$ cat src/rtl/usb_tx_serializer.sv
// usb_tx_serializer
//   USB transmit parallel-to-serial stage. Accepts packet words over a
//   valid/ready handshake backed by a one-deep holding register, shifts
//   them out on a bit-rate strobe with bit stuffing and NRZI encoding, then
//   appends EOP (SE0) and a single idle (J) bit.
//
// Ports
//   clk         system clock
//   n_rst       synchronous active-low reset
//   bit_strobe  one-clk pulse per USB bit time; line activity advances on it
//   load_valid  load_data/load_last are valid
//   load_data   word to transmit
//   load_last   this word ends the packet
//   load_ready  holding register empty (accept on load_valid && load_ready)
//   line_out    NRZI-encoded serial line
//   eop_out     high during the SE0 portion of EOP
//   busy        high in every state except IDLE
//   done        one-clk pulse when the packet has completed
//   tx_error    one-clk pulse on underrun
module usb_tx_serializer #(
    parameter int DATA_W     = 8,
    parameter int LSB_FIRST  = 1,
    parameter int STUFF_LEN  = 6,
    parameter int EOP_BITS   = 2,
    parameter int IDLE_LEVEL = 1
) (
    input  logic              clk,
    input  logic              n_rst,
    input  logic              bit_strobe,
    input  logic              load_valid,
    input  logic [DATA_W-1:0] load_data,
    input  logic              load_last,
    output logic              load_ready,
    output logic              line_out,
    output logic              eop_out,
    output logic              busy,
    output logic              done,
    output logic              tx_error
);

    localparam int BIT_W  = (DATA_W > 1) ? $clog2(DATA_W) : 1;
    localparam int ONES_W = $clog2(STUFF_LEN + 1);
    localparam int EOP_W  = (EOP_BITS > 1) ? $clog2(EOP_BITS) : 1;

    localparam logic [BIT_W-1:0]  BIT_LAST  = BIT_W'(DATA_W - 1);
    localparam logic [ONES_W-1:0] STUFF_MAX = ONES_W'(STUFF_LEN);
    localparam logic [EOP_W-1:0]  EOP_LAST  = EOP_W'(EOP_BITS - 1);
    localparam logic              IDLE_BIT  = 1'(IDLE_LEVEL);

    typedef enum logic [2:0] {
        S_IDLE,
        S_SHIFT,
        S_STUFF,
        S_EOP,
        S_JBIT
    } state_t;

    state_t              state_q, state_d;
    logic [DATA_W-1:0]   shift_q, shift_d;
    logic                last_q, last_d;
    logic [DATA_W-1:0]   hold_q, hold_d;
    logic                hold_last_q, hold_last_d;
    logic                hold_full_q, hold_full_d;
    logic [BIT_W-1:0]    bit_cnt_q, bit_cnt_d;
    logic [ONES_W-1:0]   ones_q, ones_d;
    logic [EOP_W-1:0]    eop_cnt_q, eop_cnt_d;
    logic                end_q, end_d;      // packet ends once pending stuff bit is sent
    logic                line_q, line_d;
    logic                eop_q, eop_d;
    logic                busy_q, busy_d;
    logic                ready_q, ready_d;
    logic                done_q, done_d;
    logic                err_q, err_d;

    logic                accept;
    logic                cur_bit;
    logic                final_bit;
    logic                pkt_ending;
    logic [ONES_W-1:0]   ones_next;
    logic [DATA_W-1:0]   shift_adv;

    assign accept     = load_valid && ready_q;
    assign cur_bit    = (LSB_FIRST != 0) ? shift_q[0] : shift_q[DATA_W-1];
    assign shift_adv  = (LSB_FIRST != 0) ? (shift_q >> 1) : (shift_q << 1);
    assign final_bit  = (bit_cnt_q == BIT_LAST);
    // Word is the packet's last either by flag or because nothing follows it.
    assign pkt_ending = last_q || !hold_full_q;
    assign ones_next  = cur_bit ? ones_q + 1'b1 : '0;

    // State register: every register of the block lives here.
    // NOTE: sequential state uses non-blocking (<=) so all registers update
    // together from pre-edge values; blocking here would create ordering races.
    always_ff @(posedge clk) begin
        if (!n_rst) begin
            state_q     <= S_IDLE;
            shift_q     <= '0;
            last_q      <= 1'b0;
            hold_q      <= '0;
            hold_last_q <= 1'b0;
            hold_full_q <= 1'b0;
            bit_cnt_q   <= '0;
            ones_q      <= '0;
            eop_cnt_q   <= '0;
            end_q       <= 1'b0;
            line_q      <= IDLE_BIT;
            eop_q       <= 1'b0;
            busy_q      <= 1'b0;
            ready_q     <= 1'b1;
            done_q      <= 1'b0;
            err_q       <= 1'b0;
        end else begin
            state_q     <= state_d;
            shift_q     <= shift_d;
            last_q      <= last_d;
            hold_q      <= hold_d;
            hold_last_q <= hold_last_d;
            hold_full_q <= hold_full_d;
            bit_cnt_q   <= bit_cnt_d;
            ones_q      <= ones_d;
            eop_cnt_q   <= eop_cnt_d;
            end_q       <= end_d;
            line_q      <= line_d;
            eop_q       <= eop_d;
            busy_q      <= busy_d;
            ready_q     <= ready_d;
            done_q      <= done_d;
            err_q       <= err_d;
        end
    end

    // Next-state logic.
    // NOTE: every combinational output gets a default first, so no path
    // leaves it unassigned and no latch is inferred.
    always_comb begin
        state_d = state_q;
        case (state_q)
            S_IDLE:  if (hold_full_q || accept) state_d = S_SHIFT;
            S_SHIFT: if (bit_strobe) begin
                         if (ones_next == STUFF_MAX)       state_d = S_STUFF;
                         else if (final_bit && pkt_ending) state_d = S_EOP;
                     end
            S_STUFF: if (bit_strobe) state_d = end_q ? S_EOP : S_SHIFT;
            S_EOP:   if (bit_strobe && eop_cnt_q == EOP_LAST) state_d = S_JBIT;
            S_JBIT:  if (bit_strobe) state_d = S_IDLE;
            default: state_d = S_IDLE;
        endcase
    end

    // Datapath and registered-output next values.
    always_comb begin
        shift_d     = shift_q;
        last_d      = last_q;
        hold_d      = hold_q;
        hold_last_d = hold_last_q;
        hold_full_d = hold_full_q;
        bit_cnt_d   = bit_cnt_q;
        ones_d      = ones_q;
        eop_cnt_d   = eop_cnt_q;
        end_d       = end_q;
        line_d      = line_q;
        eop_d       = eop_q;
        done_d      = 1'b0;
        err_d       = 1'b0;

        if (state_q == S_IDLE) begin
            // A word parked during EOP/J starts the next packet; otherwise an
            // accepted word bypasses the holding register.
            if (hold_full_q) begin
                shift_d     = hold_q;
                last_d      = hold_last_q;
                hold_full_d = 1'b0;
            end else if (accept) begin
                shift_d = load_data;
                last_d  = load_last;
            end
            bit_cnt_d = '0;
            ones_d    = '0;
            eop_cnt_d = '0;
            end_d     = 1'b0;
        end else if (accept) begin
            hold_d      = load_data;
            hold_last_d = load_last;
            hold_full_d = 1'b1;
        end

        if (bit_strobe) begin
            case (state_q)
                S_SHIFT: begin
                    line_d    = cur_bit ? line_q : ~line_q;
                    ones_d    = ones_next;
                    shift_d   = shift_adv;
                    bit_cnt_d = final_bit ? '0 : bit_cnt_q + 1'b1;
                    if (final_bit) begin
                        if (pkt_ending) begin
                            end_d = 1'b1;
                            err_d = !last_q;
                        end else begin
                            // Seamless hand-off; a same-clk accept refills hold.
                            shift_d     = hold_q;
                            last_d      = hold_last_q;
                            hold_full_d = accept;
                        end
                    end
                end
                S_STUFF: begin
                    line_d = ~line_q;
                    ones_d = '0;
                end
                S_EOP: begin
                    eop_d     = 1'b1;
                    eop_cnt_d = (eop_cnt_q == EOP_LAST) ? '0 : eop_cnt_q + 1'b1;
                end
                S_JBIT: begin
                    eop_d  = 1'b0;
                    line_d = IDLE_BIT;
                    done_d = 1'b1;
                    end_d  = 1'b0;
                end
                default: ;
            endcase
        end

        busy_d  = (state_d != S_IDLE);
        ready_d = !hold_full_d;
    end

    assign load_ready = ready_q;
    assign line_out   = line_q;
    assign eop_out    = eop_q;
    assign busy       = busy_q;
    assign done       = done_q;
    assign tx_error   = err_q;

endmodule

$ cat config.mk
export PLATFORM = sky130hd
export DESIGN_NAME = usb_tx_serializer
export DESIGN_NICKNAME = d
export VERILOG_FILES = /design/src/rtl/usb_tx_serializer.sv
export SDC_FILE = /design/constraint.sdc
export NUM_CORES = 1
export LEC_CHECK = 0
export CORE_ASPECT_RATIO = 1.25
export CORE_MARGIN = 2
export CORE_UTILIZATION = 50
export CTS_CLUSTER_DIAMETER = 150
export DETAILED_ROUTE_END_ITERATION = 10
export PLACE_DENSITY = 0.8
export SLEW_MARGIN = 20
export SYNTH_ARGS = -nofsm -noshare
export SYNTH_HDL_FRONTEND = slang
export SYNTH_SLANG_ARGS = --single-unit
$ cat constraint.sdc
create_clock -name clk -period 1.75 [get_ports clk]
set_input_delay 0.175 -clock clk [delete_from_list [all_inputs] [get_ports clk]]
set_output_delay 0.175 -clock clk [all_outputs]
set_load 0.02 [all_outputs]
==> results of run 1 <==
==> worst max-delay path, stage by stage, from the launching register on <==
cell     delay (ns)
dfxtp_1        0.36
ha_1           0.15
ha_1           0.23
and3b_2        0.26
nand2_1        0.10
a22o_1         0.20
and3_1         0.17
==> power groups by stage <==
stage          registers (mW)  logic, mW  clock network (mW)
5_1_grt                 0.916      0.377               0.657
4_1_cts                 0.908      0.336               0.623
2_1_floorplan           0.920      0.219                   0
3_3_place_gp            0.926      0.331                   0
6_report                0.910      0.338               0.600
3_5_place_dp            0.927      0.335                   0
==> cell usage after synthesis, drive strengths merged, types with 4 or more instances <==
cell type,n
nand2,51
buf,10
o311a,7
nand4,9
a21oi,32
a32oi,4
inv,4
nor2,32
nand3,10
o21ai,8
dfxtp,36
clkbuf,10
==> per-layer routing <==
layer,wire length (um),up-vias
li1,-,943
met3,312,6
met1,1870,861
met4,81,0
met5,0,-
met2,2220,75
==> cell type report <==
cell class | count | area, um2
Timing Repair Buffer | 35 | 320
Multi-Input combinational cell | 193 | 1070
Clock buffer | 8 | 90.1
Sequential cell | 36 | 721
Tap cell | 39 | 48.8
Inverter | 4 | 15.0
Fill cell | 311 | 1280
==> registers in the layout, indices dropped and copies added (netlist names), 3 cells and up <==
register	count
hold_q	8
bit_cnt_q	3
shift_q	8
ones_q	3
state_q	3
==> cell families (layout without fill, tap and decap cells) <==
group	Yosys count	after routing	synth area share, %
buffers and inverters	24	47	5.67
xor gates and xnor gates	1	1	0.467
AOI/OAI and AO/OA	67	67	23.5
adders and majority gates	3	3	2.00
and+or+nand+nor	122	122	29.9
DFF	36	36	38.5
==> final timing paths <==
| kind | start | to | slack [ns] |
|---|---|---|---|
| setup / recovery | bit_cnt_q[0]$_SDFF_PN0_ | hold_full_q$_SDFF_PN0_ | 0.18 |
| hold / removal | load_data[4] | hold_q[4]$_SDFFE_PN0P_ | 0.46 |
| setup reg to reg | bit_cnt_q[0]$_SDFF_PN0_ | hold_full_q$_SDFF_PN0_ | 0.18 |
| hold reg to reg | hold_last_q$_SDFFE_PN0P_ | hold_last_q$_SDFFE_PN0P_ | 0.48 |
==> what timing repair did <==
action	CTS	global route
endpoints found under the setup margin	0	1
gates resized for setup	0	1
endpoints found under the hold margin	0	0
==> per-stage QoR <==
step	instance area [um2]	total power [mW]	cells	hold WS (ns)	setup slack (ns)
final	2260	1.85	315	0.458	0.178
after global routing	2260	1.95	315	0.484	0.00556
after CTS	2260	1.87	315	0.451	0.139
after detailed placement	2170	1.26	307	0.468	0.124
after global placement	2170	1.26	307	0.452	0.142
after floorplan	1870	1.14	253	0.311	0.0970
==> run summary, run 1 <==
Syn-to-layout area delta -> 20.8%
Fin crit share -> 89.8%
Number of max-cap violations -> 0
Top-area cell type share of the netlist area -> 38.5%
Clock Skews -> 0.00768 ns
Final setup viols -> 0
Layout cells sized above 1 -> 10.9%
Total gr overflow -> 0
Global-route layer with the greatest usage -> met2
Vias in the first global route -> 1757
Fin. max-slew vios -> 0
H-Tree Depth -> 2
Die width -> 58.8 um
Num rows -> 24
Synth Net Count -> 269
RSZ-0062 raised after global routing -> false
# nets final -> 291
CTS Root Cell -> clkbuf_8
Synth warn -> 0
Core footprint -> 0.00354 mm2
Switching part of the total -> 27.1%
Fraction of registers with async set/reset -> 0%
Hold Path Depth -> 3
Most frequent cells in the layout -> nand2_1 (51), dfxtp_1 (36), nor2_1 (32)
Hpwl dp -> 3150 um
Main area contributors after synthesis -> dfxtp_1 (38%), nand2_1 (10%), a21oi_1 (7.7%)
Ys flop type -> dfxtp_1
IO Pins -> 19
DRC Markers -> 2
Crit Path Max Fanout -> 6
Routability cong. -> 0.861
CP arrival -> 1.76 ns
Grt met1 use -> 28.5%
Diodes inserted -> 0
CP Capture Type -> flop
CTS clk-pin slew, worst paths -> 0.07 ns
Crit Path Category -> reg2reg
Mapped cell area -> 0.00187 mm2
Die boundary height -> 72.5 um
Area leader, netlist -> dfxtp_1
Run status -> complete, but fails checks
Final Util -> 63.9%
Seq pwr share -> 49.2%
Clock share of power -> 32.5%
Post-DRT Antenna Nets -> 0
LEAKAGE -> 0.882 nW
Failing checks -> design-rule violations
WL/cell -> 14.2 um
Seq/Total Area, Yosys -> 38.5%
Commonest non-fill, non-tap cell in the layout -> nand2_1
CTS tree -> yes
Synthesized area per cell -> 7.41 um2
Hold_buf cts -> 0
PwrDens -> 817 mW/mm2
Fin crit period -> 1.57 ns
P_int -> 1.35 mW
Setup Fix Bufs, Post-CTS -> 0
DR iter-0 viols -> 127
Register-to-Register Path Depth -> 6
Met2 Use GR -> 39.0%
Largest net degree at the start of global routing -> 18
Die area -> 0.00426 mm2
Number of I/O port buffers -> 18
Slew headroom -> 72.1%
Vias per cell -> 5.98
DR vias -> 1885
Setup TNS -> 0 ns
First-pass GRT wire length -> 7750 um
Flops & latches, synth -> 36
Routed wire length -> 4480 um
Worst slew pin tran -> 0.414 ns
Final Hold Vio Count -> 0
Gate power share -> 18.3%
Fmax -> 0.636 GHz
Clock sink total -> 36
Clock Tree Buf Depth -> 2
Worst Path Required -> 1.93 ns
1st-pass router iterations -> 7
Synth Instances -> 253
Worst hold path class -> in2reg
Number of synthesized flops with an enable pin -> 0
CP Launch Type -> flop
Total GRT Usage -> 23.5%
Clock latency at the later pin of the worst-skew pair -> 0.29 ns
Total CTS buffers -> 5
Synth unique cells -> 41
Starting Density -> 52.9%
VDD IR max -> 0.535 mV
Sw power -> 0.502 mW
GRT met3 Usage -> 5.53%
Initial antenna violation count -> 0
Power figures use the tool's default switching activity.
==> run 2: changes to the inputs <==
--- a/config.mk
+++ b/config.mk
@@ -6,7 +6,6 @@
 export NUM_CORES = 1
 export LEC_CHECK = 0
 export CORE_ASPECT_RATIO = 1.25
-export CORE_MARGIN = 2
 export CORE_UTILIZATION = 50
 export CTS_CLUSTER_DIAMETER = 150
 export DETAILED_ROUTE_END_ITERATION = 10
==> run 2 against run 1 <==
  * Cell area is 0.39% higher
  * Critical path type unchanged
  * Via count is 1.1% lower
  * Combinational power hardly changed
  * Largest cell class unchanged
  * Die area is 6.1% lower
  * Sequential cell count stayed put
  * Clock power is 0.8% higher
  * The run still ends with design-rule violations left
  * Critical path depth stayed put
==> run summary, run 2 (synthesis gave the netlist of run 1 again) <==
Run status -> complete, but fails checks (unchanged)
Failing checks -> design-rule violations (unchanged)
Clock sink total -> 36 (unchanged)
Total GRT Usage -> 25.2% (was 23.5%)
Routed wire length -> 4600 um (was 4480 um)
CTS clk-pin slew, worst paths -> 0.07 ns (about the same)
Met3 WL post-DR -> 239 um (was 312 um)
FF-to-FF Start -> bit_cnt_q[0]$_SDFF_PN0_ (unchanged)
Hold Path Depth -> 2 (was 3)
Hpwl dp -> 3110 um (was 3150 um)
Worst Path Required -> 1.93 ns (about the same)
DR WL met2 -> 2270 um (was 2220 um)
Fin cells -> 316 (was 315)
Clock latency at the later pin of the worst-skew pair -> 0.29 ns (about the same)
CP Launch Type -> flop (unchanged)
Critical R2R Capture -> hold_full_q$_SDFF_PN0_ (unchanged)
Slowest CP cell -> dfxtp_1 (unchanged)
Core footprint -> 0.00354 mm2 (unchanged)
Crit Path Max Fanout -> 6 (unchanged)
Worst R2R Setup Slack -> 0.15 ns (was 0.18 ns)
Clock Tree Buf Depth -> 2 (unchanged)
Crit Path Category -> reg2reg (unchanged)
Max Used Layer -> met4 (unchanged)
Layout cells sized above 1 -> 11.2% (was 10.9%)
H-Tree Depth -> 2 (unchanged)
Routability cong. -> 0.945 (was 0.861)
1st-pass router iterations -> 7 (unchanged)
Die width -> 56.8 um (was 58.8 um)
CTS Root Cell -> clkbuf_8 (unchanged)
Clock Skews -> 0.00555 ns (was 0.00768 ns)
DRC Markers -> 7 (was 2)
Worst hold path class -> reg2reg (was in2reg)
Worst path top cell family by delay -> simple AND/OR/NAND/NOR gates (unchanged)
Initial antenna violation count -> 0 (unchanged)
RSZ-0062 raised after global routing -> false (unchanged)
Hold slack -> 0.454 ns (was 0.458 ns)
Vias in the first global route -> 1751 (was 1757)
Fmax -> 0.624 GHz (was 0.636 GHz)
Fin. max-slew vios -> 0 (unchanged)
Placed cell areas -> 0.00218 mm2 (was 0.00217 mm2)
Post-layout instance area -> 0.00227 mm2 (was 0.00226 mm2)
Syn-to-layout area delta -> 21.2% (was 20.8%)
Register-to-Register Path Depth -> 6 (unchanged)
CTS tree -> yes (unchanged)
Setup Fix Bufs, Post-CTS -> 0 (unchanged)
CP max stage delay -> 0.35 ns (was 0.36 ns)
Num rows -> 24 (unchanged)
LEAKAGE -> 0.885 nW (was 0.882 nW)
Commonest non-fill, non-tap cell in the layout -> nand2_1 (unchanged)
Worst slew pin tran -> 0.466 ns (was 0.414 ns)
First-pass GRT wire length -> 7740 um (was 7750 um)
Biggest regs -> hold_q (8), shift_q (8) (unchanged)
Final setup viols -> 0 (unchanged)
Final Power -> 1.86 mW (was 1.85 mW)
CP bufs+invs -> 0 (unchanged)
Diodes inserted -> 0 (unchanged)
PwrDens -> 817 mW/mm2 (about the same)
Setup TNS -> 0 ns (unchanged)
Worst hold start -> hold_last_q$_SDFFE_PN0P_ (was load_data[4])
Critical-path cell list -> ha_1 > ha_2 > and3b_1 > nand2_1 > a22o_1 > and3_1 (was ha_1 > ha_1 > and3b_2 > nand2_1 > a22o_1 > and3_1)
Starting Density -> 52.9% (unchanged)
Die boundary height -> 70.5 um (was 72.5 um)
Vias per cell -> 5.90 (was 5.98)
Slew headroom -> 68.6% (was 72.1%)
CP arrival -> 1.78 ns (was 1.76 ns)
Total gr overflow -> 0 (unchanged)
Die area -> 0.00400 mm2 (was 0.00426 mm2)
Hold endpoint -> hold_last_q$_SDFFE_PN0P_ (was hold_q[4]$_SDFFE_PN0P_)
Fillers -> 340 (was 311)
Wl on met1 -> 2020 um (was 1870 um)
# nets final -> 292 (was 291)
Fin crit period -> 1.60 ns (was 1.57 ns)
Total CTS buffers -> 5 (unchanged)
Post-DRT Antenna Nets -> 0 (unchanged)
WL/cell -> 14.5 um (was 14.2 um)
Final Util -> 64.1% (was 63.9%)
CP Capture Type -> flop (unchanged)
Final WS setup -> 0.146 ns (was 0.178 ns)
DR vias -> 1864 (was 1885)
IO Pins -> 19 (unchanged)
Final Hold Vio Count -> 0 (unchanged)
VDD IR max -> 0.613 mV (was 0.535 mV)
Largest net degree at the start of global routing -> 21 (was 18)
DR iter-0 viols -> 100 (was 127)
Placed instance count -> 308 (was 307)
Fin crit share -> 91.6% (was 89.8%)
Number of max-cap violations -> 0 (unchanged)
Pre-CTS WS -> 0.132 ns (was 0.124 ns)
Most frequent cells in the layout -> nand2_1 (51), dfxtp_1 (36), nor2_1 (32) (unchanged)
Number of I/O port buffers -> 18 (unchanged)
[run 2: where the power goes]
part	total, mW	switching, mW	internal, mW
Combinational	0.341	0.182	0.159
Sequential	0.910	0.0436	0.866
Clock	0.605	0.284	0.321
Total	1.86	0.509	1.35
[run 2: layout make-up]
cell class                 instances  area, um2  area share, %
multi-input combinational        193       1070           47.1
inverter                           4       15.0          0.661
tap                               39       48.8           2.15
timing repair buffer              36        328           14.4
sequential                        36        721           31.7
clock buffer                       8       90.1           3.96
[run 2: what timing repair did]
item	4_1_cts	5_1_grt
setup endpoints to repair	0	1
resized for setup	0	1
hold buffers	0	0
[run 2: worst reg2reg max path, delay by kind of cell, from the launching register on]
| kind | cells | cell delay [ns] |
|---|---|---|
| flops | 1 | 0.35 |
| compound gates | 1 | 0.21 |
| simple gates | 3 | 0.54 |
| fa+ha+maj | 2 | 0.39 |
[run 2: worst max-delay path by stage]
stage | slack (ns) | endpoint | depth (start not counted) | from
2_1_floorplan | 0.1 | hold_full_q$_SDFF_PN0_ | 7 | bit_cnt_q[0]$_SDFF_PN0_
3_3_place_gp | 0.17 | bit_cnt_q[1]$_SDFF_PN0_ | 6 | bit_strobe
3_5_place_dp | 0.13 | bit_cnt_q[2]$_SDFF_PN0_ | 6 | bit_strobe
4_1_cts | 0.10 | hold_full_q$_SDFF_PN0_ | 6 | bit_cnt_q[0]$_SDFF_PN0_
5_1_grt | 0.04 | hold_full_q$_SDFF_PN0_ | 6 | bit_cnt_q[0]$_SDFF_PN0_
6_report | 0.15 | hold_full_q$_SDFF_PN0_ | 6 | bit_cnt_q[0]$_SDFF_PN0_
[run 2: metal layers]
metal	track usage, %	vias up
li1	-	942
met1	29.7	853
met2	41.3	61
met3	6.48	8
met4	13.6	0
met5	0	-
